<file path="src/rtl/i2c_arb_pkg.sv">
// Shared types and helpers for the I2C write arbiter: FSM state encoding,
// command word width and a one-hot decoder.
package i2c_arb_pkg;

  localparam int CMD_W = 16;

  typedef enum logic [1:0] {
    IDLE,
    ISSUE,
    WAIT_DONE
  } arb_state_t;

  // Supports up to 8 requesters; callers cast the result to their own width.
  function automatic logic [7:0] onehot_idx(input logic [2:0] idx);
    onehot_idx = 8'b0000_0001 << idx;
  endfunction

endpackage

</file>
<file path="src/rtl/i2c_rr_pick.sv">
// Combinational round-robin picker: first asserted request after last_gnt,
// wrapping back to requester 0 after NUM_REQ-1.
module i2c_rr_pick #(
  parameter int NUM_REQ = 4,
  parameter int IDX_W   = $clog2(NUM_REQ)
) (
  input  logic [NUM_REQ-1:0] req,
  input  logic [IDX_W-1:0]   last_gnt,
  output logic [IDX_W-1:0]   winner,
  output logic               any_req
);

  logic [IDX_W-1:0] idx;
  logic             found;

  // NOTE: every variable gets a default at the top of always_comb so no path
  // leaves it unassigned, which would otherwise infer a latch.
  always_comb begin
    winner  = '0;
    any_req = |req;
    found   = 1'b0;
    idx     = last_gnt;
    for (int i = 0; i < NUM_REQ; i++) begin
      // Explicit compare keeps the wrap correct when NUM_REQ is not a power of two.
      idx = (idx == IDX_W'(NUM_REQ - 1)) ? '0 : idx + IDX_W'(1);
      if (!found && req[idx]) begin
        winner = idx;
        found  = 1'b1;
      end
    end
  end

endmodule

</file>
<file path="src/rtl/i2c_wrt_arbiter.sv">
// Round-robin arbiter sharing one I2C24Wrt master between NUM_REQ requesters,
// one 16-bit write per grant, with a watchdog that forces an error completion.
module i2c_wrt_arbiter
  import i2c_arb_pkg::*;
#(
  parameter int               NUM_REQ = 4,
  parameter int               TMO_W   = 18,
  parameter logic [TMO_W-1:0] TMO_MAX = 18'h3FFFF
) (
  input  logic                     clk,
  input  logic                     rst_n,
  input  logic [NUM_REQ-1:0]       req,
  input  logic [CMD_W*NUM_REQ-1:0] req_data,
  output logic [NUM_REQ-1:0]       gnt,
  output logic [NUM_REQ-1:0]       cmplt,
  output logic                     cmplt_err,
  output logic                     tmo,
  output logic                     busy,
  output logic                     mst_wrt,
  output logic [CMD_W-1:0]         mst_data16,
  input  logic                     mst_done,
  input  logic                     mst_err
);

  localparam int IDX_W = $clog2(NUM_REQ);

  arb_state_t       state;
  logic [IDX_W-1:0] last_gnt;
  logic [IDX_W-1:0] cur;
  logic [IDX_W-1:0] pick;
  logic             any_req;
  logic [TMO_W-1:0] wd;

  i2c_rr_pick #(
    .NUM_REQ(NUM_REQ),
    .IDX_W  (IDX_W)
  ) u_pick (
    .req     (req),
    .last_gnt(last_gnt),
    .winner  (pick),
    .any_req (any_req)
  );

  // NOTE: sequential state uses non-blocking assignments so every register
  // samples the values from before this edge, regardless of statement order.
  always_ff @(posedge clk) begin
    if (!rst_n) begin
      state      <= IDLE;
      last_gnt   <= IDX_W'(NUM_REQ - 1);
      cur        <= '0;
      wd         <= '0;
      gnt        <= '0;
      cmplt      <= '0;
      cmplt_err  <= 1'b0;
      tmo        <= 1'b0;
      busy       <= 1'b0;
      mst_wrt    <= 1'b0;
      mst_data16 <= '0;
    end else begin
      cmplt     <= '0;
      cmplt_err <= 1'b0;
      tmo       <= 1'b0;
      mst_wrt   <= 1'b0;

      case (state)
        IDLE: begin
          // gnt is still high during the cmplt cycle and drops (or moves) here.
          gnt <= '0;
          if (any_req) begin
            state      <= ISSUE;
            cur        <= pick;
            gnt        <= NUM_REQ'(onehot_idx(3'(pick)));
            mst_data16 <= req_data[CMD_W*pick +: CMD_W];
            mst_wrt    <= 1'b1;
            busy       <= 1'b1;
          end
        end

        ISSUE: state <= WAIT_DONE;

        WAIT_DONE: begin
          // A done arriving on the watchdog's last cycle still counts as a real completion.
          if (mst_done || wd == TMO_MAX) begin
            state     <= IDLE;
            cmplt     <= gnt;
            cmplt_err <= mst_done ? mst_err : 1'b1;
            tmo       <= !mst_done;
            last_gnt  <= cur;
            wd        <= '0;
            busy      <= 1'b0;
          end else begin
            wd <= wd + TMO_W'(1);
          end
        end

        default: state <= IDLE;
      endcase
    end
  end

endmodule
</file>
<file path="config.mk">
export PLATFORM = sky130hd
export DESIGN_NAME = i2c_wrt_arbiter
export DESIGN_NICKNAME = d
export VERILOG_FILES = /design/src/rtl/i2c_arb_pkg.sv /design/src/rtl/i2c_rr_pick.sv /design/src/rtl/i2c_wrt_arbiter.sv
export SDC_FILE = /design/constraint.sdc
export NUM_CORES = 1
export LEC_CHECK = 0
export CAP_MARGIN = 20
export CELL_PAD_IN_SITES_DETAIL_PLACEMENT = 0
export CELL_PAD_IN_SITES_GLOBAL_PLACEMENT = 2
export CORE_ASPECT_RATIO = 0.8
export CORE_MARGIN = 2
export CORE_UTILIZATION = 26
export DETAILED_ROUTE_END_ITERATION = 16
export PLACE_DENSITY = 0.92
export SYNTH_ARGS = -nofsm -noshare
export SYNTH_HDL_FRONTEND = slang
export SYNTH_HIERARCHICAL = 1
export SYNTH_SLANG_ARGS = --single-unit
</file>
<file path="constraint.sdc">
create_clock -name clk -period 3.2 [get_ports clk]
set_input_delay 0.64 -clock clk [delete_from_list [all_inputs] [get_ports clk]]
set_output_delay 0.64 -clock clk [all_outputs]
set_load 0.05 [all_outputs]
</file>
* Yosys cells after proc, flatten, opt, wreduce, memory -nomap -nowiden
Cells that the tools add are included.
Storage, ports and cells: output and inout port bits 28, input port bits 72, register bits 52
Operators by class: multiplexer cells 29, equal/unequal tests 9, $lt $le $gt $ge 4, reductions and logical operators 17, shift-type cells 2, add/sub/neg operators 5
Operator list (number):
- 64-bit by 7-bit indexed part select with 16-bit output | 1
- 2-bit 2-to-1 mux | 10
- 18-bit by 1-bit adder with 18-bit output, second input constant | 1
- 18-bit equality test, second input constant | 1
- 18-bit 2-to-1 mux | 1
- 2-bit by 3-bit less-than comparator with 1-bit output, second input constant | 4
- 1-bit 2-to-1 mux | 11
- 2-bit equality test, second input constant | 5
- 2-bit by 1-bit adder with 2-bit output, second input constant | 4
- 1-bit binary-select mux with 2-bit select | 4
- 2-bit AND reduction | 4
- 2-bit case mux with 3 select lines | 1
- 3-bit AND reduction | 2
- 1-bit logical NOT | 4
- 4-bit 2-to-1 mux | 1
- 2-bit != test, second input constant | 2
- 4-bit OR reduction | 1
- 1-bit by 2-bit left shift with 4-bit output, first input constant | 1
- 1-bit logical AND | 3
- 2-bit by 1-bit equality test with 1-bit output, second input constant | 1
- 2-bit logical NOT | 1
- 1-bit case mux with 2 select lines | 1
- 2-bit nonzero test | 1
- 1-bit logical OR | 1

* Logic depth before layout (Yosys ltp)
word-level depth 16, mapped depth 8, gate-level depth less buffers 7

* Cells and area by module
Netlist, hierarchy kept.
By module, submodules not included:
- i2c_wrt_arbiter | seq. area each 1041.0 µm², cells each 245, instances 1, area each 2458.6 µm²
- i2c_rr_pick | seq. area each 0.0 µm², cells each 14, instances 1, area each 107.6 µm²

* Worst setup path before layout
Ideal clock, no wire load.
kind register to register, from register last_gnt[0], to register mst_data16[10], path slack 936 ps, buffers on the path 1, required time 3077 ps, stages on the path, launching flop included 9, setup time 123 ps, period minus slack after synthesis 2264 ps, arrival time 2141 ps, cell sequence dfxtp_1 > ha_1 > o21ai_1 > a21oi_1 > nor3_1 > buf_2 > mux4_2 > nand2_1 > a21boi_0
On the way: cells in the longest elaborated chain, start to end 15, elaborated cells on any way between the ends 34, classes of those cells 4 x add/sub; 4 x eq/ne; 1 x shift; 19 x mux; 6 x reduce/logical
Ends and longest elaborated chain:
- start, declared | RTL line i2c_wrt_arbiter.sv:28 | logic [IDX_W-1:0] last_gnt;
- start signal, assigned | RTL line i2c_wrt_arbiter.sv:49 | last_gnt <= IDX_W'(NUM_REQ - 1);
- start signal, assigned | RTL line i2c_wrt_arbiter.sv:88 | last_gnt <= cur;
- 2-bit by 1-bit adder with 2-bit output or 2-bit equality test (tied branches) | RTL line i2c_rr_pick.sv:25 | idx = (idx == IDX_W'(NUM_REQ - 1)) ? '0 : idx + IDX_W'(1);
- 2-bit 2-to-1 mux (*) | RTL line i2c_rr_pick.sv:25
- branches (longest 11 deep; another with 2-bit by 1-bit adder with 2-bit output)
- 2-bit 2-to-1 mux (*) | RTL line i2c_rr_pick.sv:26 | if (!found && req[idx]) begin
- via pick[0] | RTL line i2c_wrt_arbiter.sv:30 | logic [IDX_W-1:0] pick;
- 64-bit by 7-bit indexed part select with 16-bit output (*) | RTL line i2c_wrt_arbiter.sv:73 | mst_data16 <= req_data[CMD_W*pick +: CMD_W];
- end signal, assigned | RTL line i2c_wrt_arbiter.sv:73
- end, declared | RTL line i2c_wrt_arbiter.sv:20 | output logic [CMD_W-1:0] mst_data16,
Mark *: on every way through the listed nets, which the timed path passes. The select of a mux whose other input is x is not followed. A chain may end at the register's enable or synchronous reset.

* Final worst setup path
from input req[0], to register mst_data16[10]
On the way: cells in the longest elaborated chain, start to end 13, elaborated cells on any way between the ends 24, classes of those cells 1 x shift; 15 x mux; 8 x reduce/logical
Ends and longest elaborated chain:
- start, declared | RTL line i2c_wrt_arbiter.sv:12 | input logic [NUM_REQ-1:0] req,
- 1-bit binary-select mux with 2-bit select | RTL line i2c_rr_pick.sv:26
- 1-bit 2-to-1 mux (not written as such) | RTL line i2c_rr_pick.sv:26
- 1-bit 2-to-1 mux | RTL line i2c_rr_pick.sv:26
- 1-bit logical NOT | RTL line i2c_rr_pick.sv:26
- 1-bit logical AND | RTL line i2c_rr_pick.sv:26
- 1-bit 2-to-1 mux | RTL line i2c_rr_pick.sv:26
- 1-bit logical NOT | RTL line i2c_rr_pick.sv:26
- 1-bit logical AND | RTL line i2c_rr_pick.sv:26
- 1-bit 2-to-1 mux | RTL line i2c_rr_pick.sv:26
- 1-bit logical NOT | RTL line i2c_rr_pick.sv:26
- 1-bit logical AND | RTL line i2c_rr_pick.sv:26
- 2-bit 2-to-1 mux (*) | RTL line i2c_rr_pick.sv:26
- via pick[1] | RTL line i2c_wrt_arbiter.sv:30
- 64-bit by 7-bit indexed part select with 16-bit output (*) | RTL line i2c_wrt_arbiter.sv:73
Mark *: on every way through the listed nets, which the timed path passes. The rest lies on a longest branch. The select of a mux whose other input is x is not followed.

==> qor.txt <==
cell count of the worst reg-to-reg path = 8
IO Count = 100
Tot GR Track Use = 0.133
Post-Route WL = 6930 um
Initial Utilization = 0.267
pre-CTS setup slack = 0.120 ns
Leak = 1.36 nW
Root Driver = clkbuf_16
biggest area consumer among synthesized cells = dfxtp_1
final setup violation count = 0
Num Clock Sinks = 52
pwr/cell area = 469 nW/um2
outcome = finished, final reports clean
ANT cells = 0
H-tree lvl count = 2
final hold vios = 0
First-pass DRT Iterations = 4
fin crit period = 2.73 ns
Antenna Violating Nets Remaining = 0
area share of the largest cell type after synthesis = 0.406
worst setup margin = 0.475 ns
top cells by count, synth = dfxtp_1, nand2_1, a21boi_0
Crit Path Class = primary input to flop
measured slew at the worst slew-check pin = 0.978 ns
largest net degree at the start of global routing = 31
WL/cell = 14.7 um
DIE HEIGHT = 92.9 um
row count = 32
Switching Fraction = 0.313
clock share of power = 0.308
post-synthesis register bit count = 52
Syn-to-layout area delta = 49.1%
Final nets = 427
setup TNS = 0 ns
syn nets = 333
Max IR drop VDD = 0.241 mV
Layout Cells excl Fill = 473
# Post-CTS Setup Buffers = 0
cell total after placement = 465
Worst setup SP type = primary input
fin crit share = 0.852
share of the yosys chip area belonging to registers = 0.406
Slew headroom = 0.344
Bufs on Longest Clock Path = 2
drt drc = 0
synthesized area per cell = 9.91 um2
switching power = 0.561 mW
Post-Syn Area = 2570 um2
HP Class = flop to flop
Netlist cell types = 47
ys async rst share = 0
Die Width = 115 um
Max FO, Critical Path = 11
TritonCTS buffer count = 5
RSZ-0062 raised after global routing = false
vias in the first global route = 2,231
fin. max-slew vios = 0
cell with the most instances after synthesis = dfxtp_1
routability cong. = 0.728
Top FF cell, synth = dfxtp_1
first-pass GRT wire length = 11,100 um
full die area = 10,700 um2
hold depth = 2
clk_lat worst skew = 0.30 ns
Ys Warns = 6
CTS tree = done
layout cell share with drive strength beyond 1 = 0.107
Post-DP HPWL = 5180 um
FMAX = 0.367 GHz
iteration-0 DRC count of the detailed router = 66
WP data required = 3.38 ns
critical path data arrival time = 2.91 ns
vias per inst = 4.71
combinational power share = 0.292
# Max-Cap Violations = 0
Seq pwr share = 0.400
initial antenna violation count = 0
Mapped Cells = 259
Worst Setup End Kind = flop
Setup Skew = 0.00735 ns
grt ovf = 0
hold-fix buffers at CTS = 0
number of gates resized after cts = 0
I/O Buffers = 99
CTS clk-pin slew, worst paths = 0.07 ns
number of synthesized flops with an enable pin = 0
core area = 9610 um2
total number of vias = 2,228
largest cells by area after synthesis = dfxtp_1, mux4_2, nand2_1
Internal Power = 1.23 mW
[final cells by class]
cell class	count	area, um2
fillers	952	5780
clock buffers	5	125
inverters	3	11.3
clock inverters	3	25.0
well taps	119	149
repair buffers	102	1030
flip-flops and latches	52	1040
multi-input cells	189	1450
[worst paths after layout]
| kind | start | to | slack, ns |
|---|---|---|---|
| min | mst_data16[15] | mst_data16[15] | 0.45 |
| min reg2reg | mst_data16[15] | mst_data16[15] | 0.45 |
| max | req[0] | mst_data16[10] | 0.47 |
| max reg2reg | last_gnt[0] | mst_data16[10] | 0.56 |
[layer usage]
| metal | track usage | vias to the layer above | share of wire |
|---|---|---|---|
| met1 | 0.175 | 1045 | 0.47 |
| met5 | 0 | - | 0 |
| met3 | 0.0360 | 10 | 0.053 |
| li1 | - | 1123 | - |
| met4 | 0.0442 | 0 | 0.014 |
| met2 | 0.211 | 50 | 0.46 |
[power groups by stage]
stage / logic (mW) / clock network (mW) / registers [mW]
floorplan: 0.195 / 0 / 0.854
global placement: 0.527 / 0 / 0.731
detailed placement: 0.531 / 0 / 0.733
CTS: 0.533 / 0.571 / 0.718
global route: 0.561 / 0.597 / 0.723
finish: 0.524 / 0.551 / 0.717
[critical path, stage by stage]
cell             delay (ns)
clkdlybuf4s50_1        0.45
o21ai_1                0.13
a21oi_1                0.10
nor3_2                 0.78
buf_4                  0.33
mux4_2                 0.30
nand2_1                0.07
a21boi_0               0.09
[metrics by stage]
| stage | instance area, um2 | util | power, mW | hold WS (ns) |
|---|---|---|---|---|
| global placement | 3680 | 0.383 | 1.26 | 0.444 |
| global route | 3830 | 0.398 | 1.88 | 0.483 |
| finish | 3830 | 0.398 | 1.79 | 0.453 |
| detailed placement | 3680 | 0.383 | 1.26 | 0.447 |
| floorplan | 2570 | - | 1.05 | 0.443 |
| CTS | 3830 | 0.398 | 1.82 | 0.455 |
[sequential cells by signal, summed over array words and instances (netlist names)]
signal      cells
busy            1
cmplt           4
cmplt_err       1
cur             2
gnt             4
last_gnt        2
mst_data16     16
mst_wrt         1
state           2
tmo             1
wd             18
[cells by family after synthesis]
kind of cell             Yosys count  share of synthesized area
flip-flops                        52                      0.406
AO/OA/AOI/OAI                     48                      0.144
buffers and inverters             18                     0.0336
multiplexers                      16                      0.140
AND/OR/NAND/NOR                  112                      0.229
XOR/XNOR                          11                     0.0375
adder cells (fa/ha/maj)            2                    0.00975
[layout by cell type (no fill, tap or decap), types with 2 or more instances in the layout]
cell type        instances
xor2_1                  10
and2_1                   2
or3_1                    6
nor2b_1                  5
dfxtp_1                 52
nand3_1                  3
o21ai_0                  6
inv_6                    2
nor3_2                   2
clkbuf_16                5
and4_1                   2
mux4_2                  16
buf_4                    2
ha_1                     2
a21boi_0                18
a21oi_1                 10
and3_1                   4
o32a_1                   2
inv_1                    3
nor3b_1                  4
clkdlybuf4s50_1         99
a32oi_1                  2
and4b_1                  2
nor3_1                   2
a21boi_1                 2
nor2_1                  15
nand2_1                 47
nand4_1                  7
Note: power is estimated with default switching activity, not from simulation.
